File: src/rtl/tele_ctrl_mc.sv
// Remote power-control command engine: per-channel synchronise and debounce,
// activity gating, fixed-priority arbitration, then pulse or level execution and a hold-off.
module tele_ctrl_mc #(
  parameter int                 NUM_CH         = 3,
  parameter int                 SYNC_STAGES    = 2,
  parameter int                 DEB_CYCLES     = 32,
  parameter int                 PULSE_CYCLES   = 8192,
  parameter int                 HOLDOFF_CYCLES = 32768,
  parameter logic [NUM_CH-1:0]  PULSE_MASK     = {NUM_CH{1'b1}}
) (
  input  logic              i_clk_32k,
  input  logic              i_rst_n,
  input  logic [NUM_CH-1:0] i_cmd_n,
  input  logic              i_act_n,
  input  logic              i_int_clr,
  output logic [NUM_CH-1:0] o_cmd,
  output logic              o_busy,
  output logic              o_int
);

  localparam int DW   = $clog2(DEB_CYCLES + 1);
  localparam int TMAX = (PULSE_CYCLES > HOLDOFF_CYCLES) ? PULSE_CYCLES : HOLDOFF_CYCLES;
  localparam int TW   = $clog2(TMAX + 1);
  localparam int CW   = (NUM_CH > 1) ? $clog2(NUM_CH) : 1;

  localparam logic [DW-1:0] DEB_LAST   = DW'(DEB_CYCLES - 1);
  localparam logic [TW-1:0] PULSE_LAST = TW'(PULSE_CYCLES - 1);
  localparam logic [TW-1:0] HOLD_LAST  = TW'(HOLDOFF_CYCLES - 1);

  typedef enum logic [1:0] {S_IDLE, S_ASSERT, S_HOLDOFF} state_t;

  logic [NUM_CH-1:0]      cmd_sync_reg [SYNC_STAGES];
  logic [SYNC_STAGES-1:0] act_sync_reg;
  logic [NUM_CH-1:0]      cmd_sync_n;
  logic                   act_sync_n;

  logic [DW-1:0]     deb_cnt_reg  [NUM_CH];
  logic [DW-1:0]     deb_cnt_next [NUM_CH];
  logic [NUM_CH-1:0] filt_n_reg, filt_n_next;
  logic [NUM_CH-1:0] arm_reg, arm_next, arm_clr;
  logic [NUM_CH-1:0] req;

  state_t            state_reg, state_next;
  logic [TW-1:0]     cnt_reg, cnt_next;
  logic [CW-1:0]     ch_reg, ch_next, sel;
  logic [NUM_CH-1:0] cmd_reg, cmd_next, sel_onehot;
  logic              busy_reg, int_reg, int_next, accept;

  // Preset to 1 so commands and the activity gate both start inactive.
  always_ff @(posedge i_clk_32k or negedge i_rst_n) begin
    if (!i_rst_n) begin
      for (int s = 0; s < SYNC_STAGES; s++) cmd_sync_reg[s] <= '1;
      act_sync_reg <= '1;
    end else begin
      cmd_sync_reg[0] <= i_cmd_n;
      for (int s = 1; s < SYNC_STAGES; s++) cmd_sync_reg[s] <= cmd_sync_reg[s-1];
      act_sync_reg <= {act_sync_reg[SYNC_STAGES-2:0], i_act_n};
    end
  end

  assign cmd_sync_n = cmd_sync_reg[SYNC_STAGES-1];
  assign act_sync_n = act_sync_reg[SYNC_STAGES-1];

  generate
    for (genvar gi = 0; gi < NUM_CH; gi++) begin : g_ch
      logic diff, done;
      assign diff              = cmd_sync_n[gi] ^ filt_n_reg[gi];
      assign done              = diff && (deb_cnt_reg[gi] == DEB_LAST);
      assign deb_cnt_next[gi]  = (!diff || done) ? '0 : deb_cnt_reg[gi] + 1'b1;
      assign filt_n_next[gi]   = done ? cmd_sync_n[gi] : filt_n_reg[gi];
      assign arm_next[gi]      = arm_clr[gi] ? 1'b0 : (filt_n_reg[gi] | arm_reg[gi]);
      assign req[gi]           = ~filt_n_reg[gi] & arm_reg[gi] & ~act_sync_n;
    end
  endgenerate

  always_ff @(posedge i_clk_32k or negedge i_rst_n) begin
    if (!i_rst_n) begin
      for (int c = 0; c < NUM_CH; c++) deb_cnt_reg[c] <= '0;
      filt_n_reg <= '1;
      arm_reg    <= '1;
    end else begin
      for (int c = 0; c < NUM_CH; c++) deb_cnt_reg[c] <= deb_cnt_next[c];
      filt_n_reg <= filt_n_next;
      arm_reg    <= arm_next;
    end
  end

  // Lowest index wins.
  always_comb begin
    sel = '0;
    for (int i = NUM_CH - 1; i >= 0; i--) begin
      if (req[i]) sel = CW'(i);
    end
  end

  assign sel_onehot = NUM_CH'(1) << sel;

  always_comb begin
    state_next = state_reg;
    cnt_next   = cnt_reg;
    ch_next    = ch_reg;
    cmd_next   = cmd_reg;
    arm_clr    = '0;
    accept     = 1'b0;
    case (state_reg)
      S_IDLE: begin
        cmd_next = '0;
        if (|req) begin
          accept     = 1'b1;
          ch_next    = sel;
          arm_clr    = sel_onehot;
          cmd_next   = sel_onehot;
          cnt_next   = '0;
          state_next = S_ASSERT;
        end
      end
      S_ASSERT: begin
        if (act_sync_n || (PULSE_MASK[ch_reg] ? (cnt_reg == PULSE_LAST) : filt_n_reg[ch_reg])) begin
          cmd_next   = '0;
          cnt_next   = '0;
          state_next = S_HOLDOFF;
        end else if (PULSE_MASK[ch_reg]) begin
          cnt_next = cnt_reg + 1'b1;
        end
      end
      S_HOLDOFF: begin
        cmd_next = '0;
        if (cnt_reg == HOLD_LAST) begin
          cnt_next   = '0;
          state_next = S_IDLE;
        end else begin
          cnt_next = cnt_reg + 1'b1;
        end
      end
      default: begin
        cmd_next   = '0;
        cnt_next   = '0;
        state_next = S_IDLE;
      end
    endcase
  end

  // A new accept outranks a simultaneous clear.
  assign int_next = accept | (int_reg & ~i_int_clr);

  always_ff @(posedge i_clk_32k or negedge i_rst_n) begin
    if (!i_rst_n) begin
      state_reg <= S_IDLE;
      cnt_reg   <= '0;
      ch_reg    <= '0;
      cmd_reg   <= '0;
      busy_reg  <= 1'b0;
      int_reg   <= 1'b0;
    end else begin
      state_reg <= state_next;
      cnt_reg   <= cnt_next;
      ch_reg    <= ch_next;
      cmd_reg   <= cmd_next;
      busy_reg  <= (state_next != S_IDLE);
      int_reg   <= int_next;
    end
  end

  assign o_cmd  = cmd_reg;
  assign o_busy = busy_reg;
  assign o_int  = int_reg;

endmodule
File: config.mk
export PLATFORM = sky130hd
export DESIGN_NAME = tele_ctrl_mc
export DESIGN_NICKNAME = d
export VERILOG_FILES = /design/src/rtl/tele_ctrl_mc.sv
export SDC_FILE = /design/constraint.sdc
export NUM_CORES = 1
export LEC_CHECK = 0
export CORE_ASPECT_RATIO = 1.2
export CORE_MARGIN = 2
export CORE_UTILIZATION = 40
export DETAILED_ROUTE_END_ITERATION = 10
export GPL_TIMING_DRIVEN = 0
export HOLD_SLACK_MARGIN = 0.1
export PLACE_DENSITY = 0.56
export SLEW_MARGIN = 25
export SYNTH_ARGS = -nofsm -noshare
export SYNTH_HDL_FRONTEND = slang
export SYNTH_SLANG_ARGS = --single-unit
File: constraint.sdc
create_clock -name i_clk_32k -period 4.3 [get_ports i_clk_32k]
set_input_delay 0.86 -clock i_clk_32k [delete_from_list [all_inputs] [get_ports i_clk_32k]]
set_output_delay 0.86 -clock i_clk_32k [all_outputs]
set_load 0.02 [all_outputs]
### Word-level counts from Yosys, hierarchy flattened

Index checks and enable logic that the tools add are counted.

* bits in registers: 57
* input port bits: 7
* output and inout port bits: 5
* logic and storage cells: 95

* $add $sub $neg: 4
* $lt $le $gt $ge: 1
* equal/unequal tests: 10
* shift operators: 1
* multiplexer cells: 29
* bitwise operators: 19
* reduce and logical (&&, ||, !) cells: 15

Operators with widths (number)
* $mux 16: 4
* $pmux 16 s3: 1
* $add 6x1->6 const B: 3
* $eq 6x5->1 const B: 3
* $mux 6: 3
* $add 16x1->16 const B: 1
* $eq 16x13->1 const B: 1
* $eq 16x15->1 const B: 1
* $mux 2: 6
* $mux 3: 3
* $mux 1: 8
* $and 1x1->1: 7
* $pmux 2 s3: 1
* $pmux 3 s2: 1
* $not 1->1: 5
* $bmux 1 s2: 2
* $logic_or 1x1->1: 4
* $ne 2x2->1 const B: 2
* $or 1x1->1: 4
* $reduce_and 2->1: 2
* $logic_and 1x1->1: 3
* $logic_not 1->1: 3
* $lt 2x3->1 const B: 1
* $ne 3x3->1 const B: 1
* 7 further kinds: 9

### Logic depth before layout (Yosys ltp)

* word-level depth: 10
* depth in mapped cells: 9
* mapped depth without buffers: 8

### Worst setup path after synthesis

Ideal clock, no wire load.

* kind: reg2reg
* start: register cnt_reg[0]
* end: register cnt_reg[10]
* library setup time: 69 ps
* arrival: 1941 ps
* data required time: 4231 ps
* slack: 2290 ps
* stages on the path, launching flop included: 10
* buffers on the path: 2
* clock period less this slack: 2010 ps
* cell sequence: dfrtp_1 -> ha_1 -> and3_1 -> and3_1 -> buf_6 -> a22oi_4 -> o31ai_2 -> buf_6 -> or3_1 -> nand3_1

* word-level cells in the longest chain between the ends: 5
* elaborated cells between the ends (all ways): 11
* those cells by class: add/sub (1); eq/ne (3); mux (5); reduce/logical (2)

RTL lines
* start: declaration: RTL line 44 `logic [TW-1:0] cnt_reg, cnt_next;`
* start signal: assignment: RTL line 156 `cnt_reg <= cnt_next;`
* parallel branches: the longest is 5 deep, another holds $add 16x1->16

Several ways; the timed one is not identified. The select of a mux whose other input is x is not followed.
A chain may end at the register's enable or synchronous reset.

### Worst setup path after layout

* start: register cnt_reg[0]
* end: register cnt_reg[7]

Same word-level chain as after synthesis.

==> impl_results.md <==
* Net Count, Synth at between 200 and 300
* Final Skew at 0.00862 ns
* Yosys warning total at 0
* Post-route cell area at 3160 µm²
* Setup violators final at 0
* Final Power at 0.00109 W
* Max-cap check violation count at 0
* Largest cells by area after synthesis: dfrtp_1 39%, dfstp_2 13%, nand3_1 4.6%
* Post-synth EDFFs at 0
* Die area at roughly 7500 µm²
* Vias in the first global route at 1839
* Setup CP Type: reg -> reg
* Asr flop ratio synth at 1.00
* Final HPWL DP at 3380 µm
* Sequential fraction of the synthesis area at 0.529
* CTS tree: built
* Crit share post-route at 0.550
* WL/cell at 13.2 µm
* Synth-to-layout area growth at 15.8%
* Fin. Hold Viols at 0
* Synth Flop Type: dfrtp_1
* DR pass1 iterations at 4
* DRC errors left at 0
* Vias at 1832
* Initial drt markers at 88
* GR Overflow Total at 0
* Final #Nets at 288
* Final antenna-violating net count at 0
* Post-synthesis cell count at 250
* Die Ht at 94.5 µm
* # rows at 33
* Top-area cell type share of the netlist area at 0.394
* Leading cell type in the layout, fill and taps excluded: dfrtp_1
* Distinct cells, synth at 52
* CTS sink cnt at 57
* Worst IR drop on VDD at around 0.13 mV
* WP data required at 4.53 ns
* Vias per cell at 5.03
* Max Freq at ~420 MHz
* Num ports at 12
* Post-route setup TNS at 0 ns
* Largest net degree at the start of global routing at 32
* Syn_area_per_cell at between 10 and 15 µm²
* Initial antenna violation count at 0
* Diodes inserted at 0
* Arrival @ worst endpoint at 2.60 ns
* Max_slew headroom at 0.566
* First-pass GRT wire length at 8360 µm
* Routed WL at between 4000 and 5000 µm
* Share of post-route cells with drive strength above 1 at 0.206
* Critical Path Source Type: flop
* Root Driver: clkbuf_8
* Max reg flops at 18
* Hold_buf cts at 0
* Num CTS Buffers at 9
* Mapped Area at about 2700 µm²
* Outcome: complete, no violations
* Initial core utilization at 0.405
* Crit end category: flop
* RSZ-0062 raised after global routing: no
* Post-cts sizing count at 0
* H-tree Lvls at 3
* Total Routing Usage GR at 0.148
* Post-synthesis register bit count at 57
* Slew Limit Fails at 0
* Worst-margin pin slew at 0.650 ns
* Period minus WS final at 2.37 ns
* Maximum fanout along the worst path at 7
* Clk_lat worst skew at 0.34 ns
* Placed inst area at 2970 µm²
* P per Cell Area at 344 nW/µm²
* Max clock buf depth at 2
* Routability cong. at 0.763
* Layout filler cell count at 619
* Core area at just under 7000 µm²
* Commonest cells after routing, fill and taps aside: 43 x dfrtp_1, 26 x nor2_1, 25 x nand3_1
* Clock-pin slew on the worst setup and hold paths at 0.06 ns
* Tightest Hold Check Type: reg -> reg
* Die width at slightly below 80 µm
* Postcts setup bufs at 0
* Lkg Pwr at 1.37 nW
* Synth area leader: dfrtp_1
* # port buffers at 11
## area by class of cell
class                      count  area [µm²]  share of cell area
sequential                    57        1440               0.457
multi-input combinational    180        1220               0.386
clock buffer                  12         155              0.0491
timing repair buffer          12         128              0.0404
tap                           87         109              0.0344
clock inverter                 3        40.0              0.0127
inverter                       9        33.8              0.0107
buffer                         4        31.3             0.00990
## critical path, stage by stage, from the launching register on
cell and delay, ns:
dfrtp_1 0.41, ha_1 0.25, and3_1 0.22, and3_1 0.19, buf_6 0.13, a31o_2 0.28, a21boi_1 0.52, nand3_1 0.14
o311ai_1 0.10
## cell usage after synthesis, drive strengths merged, types with 5 or more instances
cell type	instances
or2	5
dfrtp	43
a21oi	5
nor2	27
o21ai	8
xnor2	9
nand2	21
nand3	27
a21o	5
nand2b	6
nor3b	5
o311ai	5
mux2	6
ha	8
xor2	6
dfstp	14
inv	9
## logic make-up (layout without fill, tap and decap cells)
group,Yosys count,count (layout),synth area share
multiplexers,7,7,0.0284
AND/OR/NAND/NOR,111,111,0.216
adder cells (fa/ha/maj),8,8,0.0367
XOR/XNOR,15,15,0.0481
buffers and inverters,13,40,0.0238
flip-flops,57,57,0.529
AO/OA/AOI/OAI,39,39,0.118
## final timing paths
kind	startpoint	endpoint	slack, ns	cells after the start
max	cnt_reg[0]	cnt_reg[7]	1.93	8
min	cmd_sync_reg[4]	cmd_sync_n[1]	0.36	0
max reg2reg	cnt_reg[0]	cnt_reg[7]	1.93	8
min reg2reg	cmd_sync_reg[4]	cmd_sync_n[1]	0.36	0
max in group asynchronous	i_rst_n	filt_n_reg[1]	3.32	2
min in group asynchronous	i_rst_n	deb_cnt_reg[15]	0.43	1
## metrics by stage
step	hold WS, ns	utilization	cells	worst slack, ns
after floorplan	0.345	-	250	2.29
final	0.355	0.470	364	1.93
after global routing	0.363	0.470	364	1.81
after CTS	0.356	0.470	364	1.93
after detailed placement	0.347	0.441	349	1.92
after global placement	0.347	0.438	348	0.513
## metal layers
layer  GRT usage  vias up  wire (µm)
met3      0.0402        9        128
met4      0.0905        0        127
met2       0.234       21       2250
met1       0.178      872       2300
li1            -      930          -
met5           0        -          0
## power by group
part           internal (W)  leakage [nW]  switching [W]
registers          0.000551         0.739     0.00000669
clock network      0.000294         0.102       0.000200
logic             0.0000158         0.533      0.0000203
total              0.000860          1.37       0.000227
(Power assumes the default switching activity.)
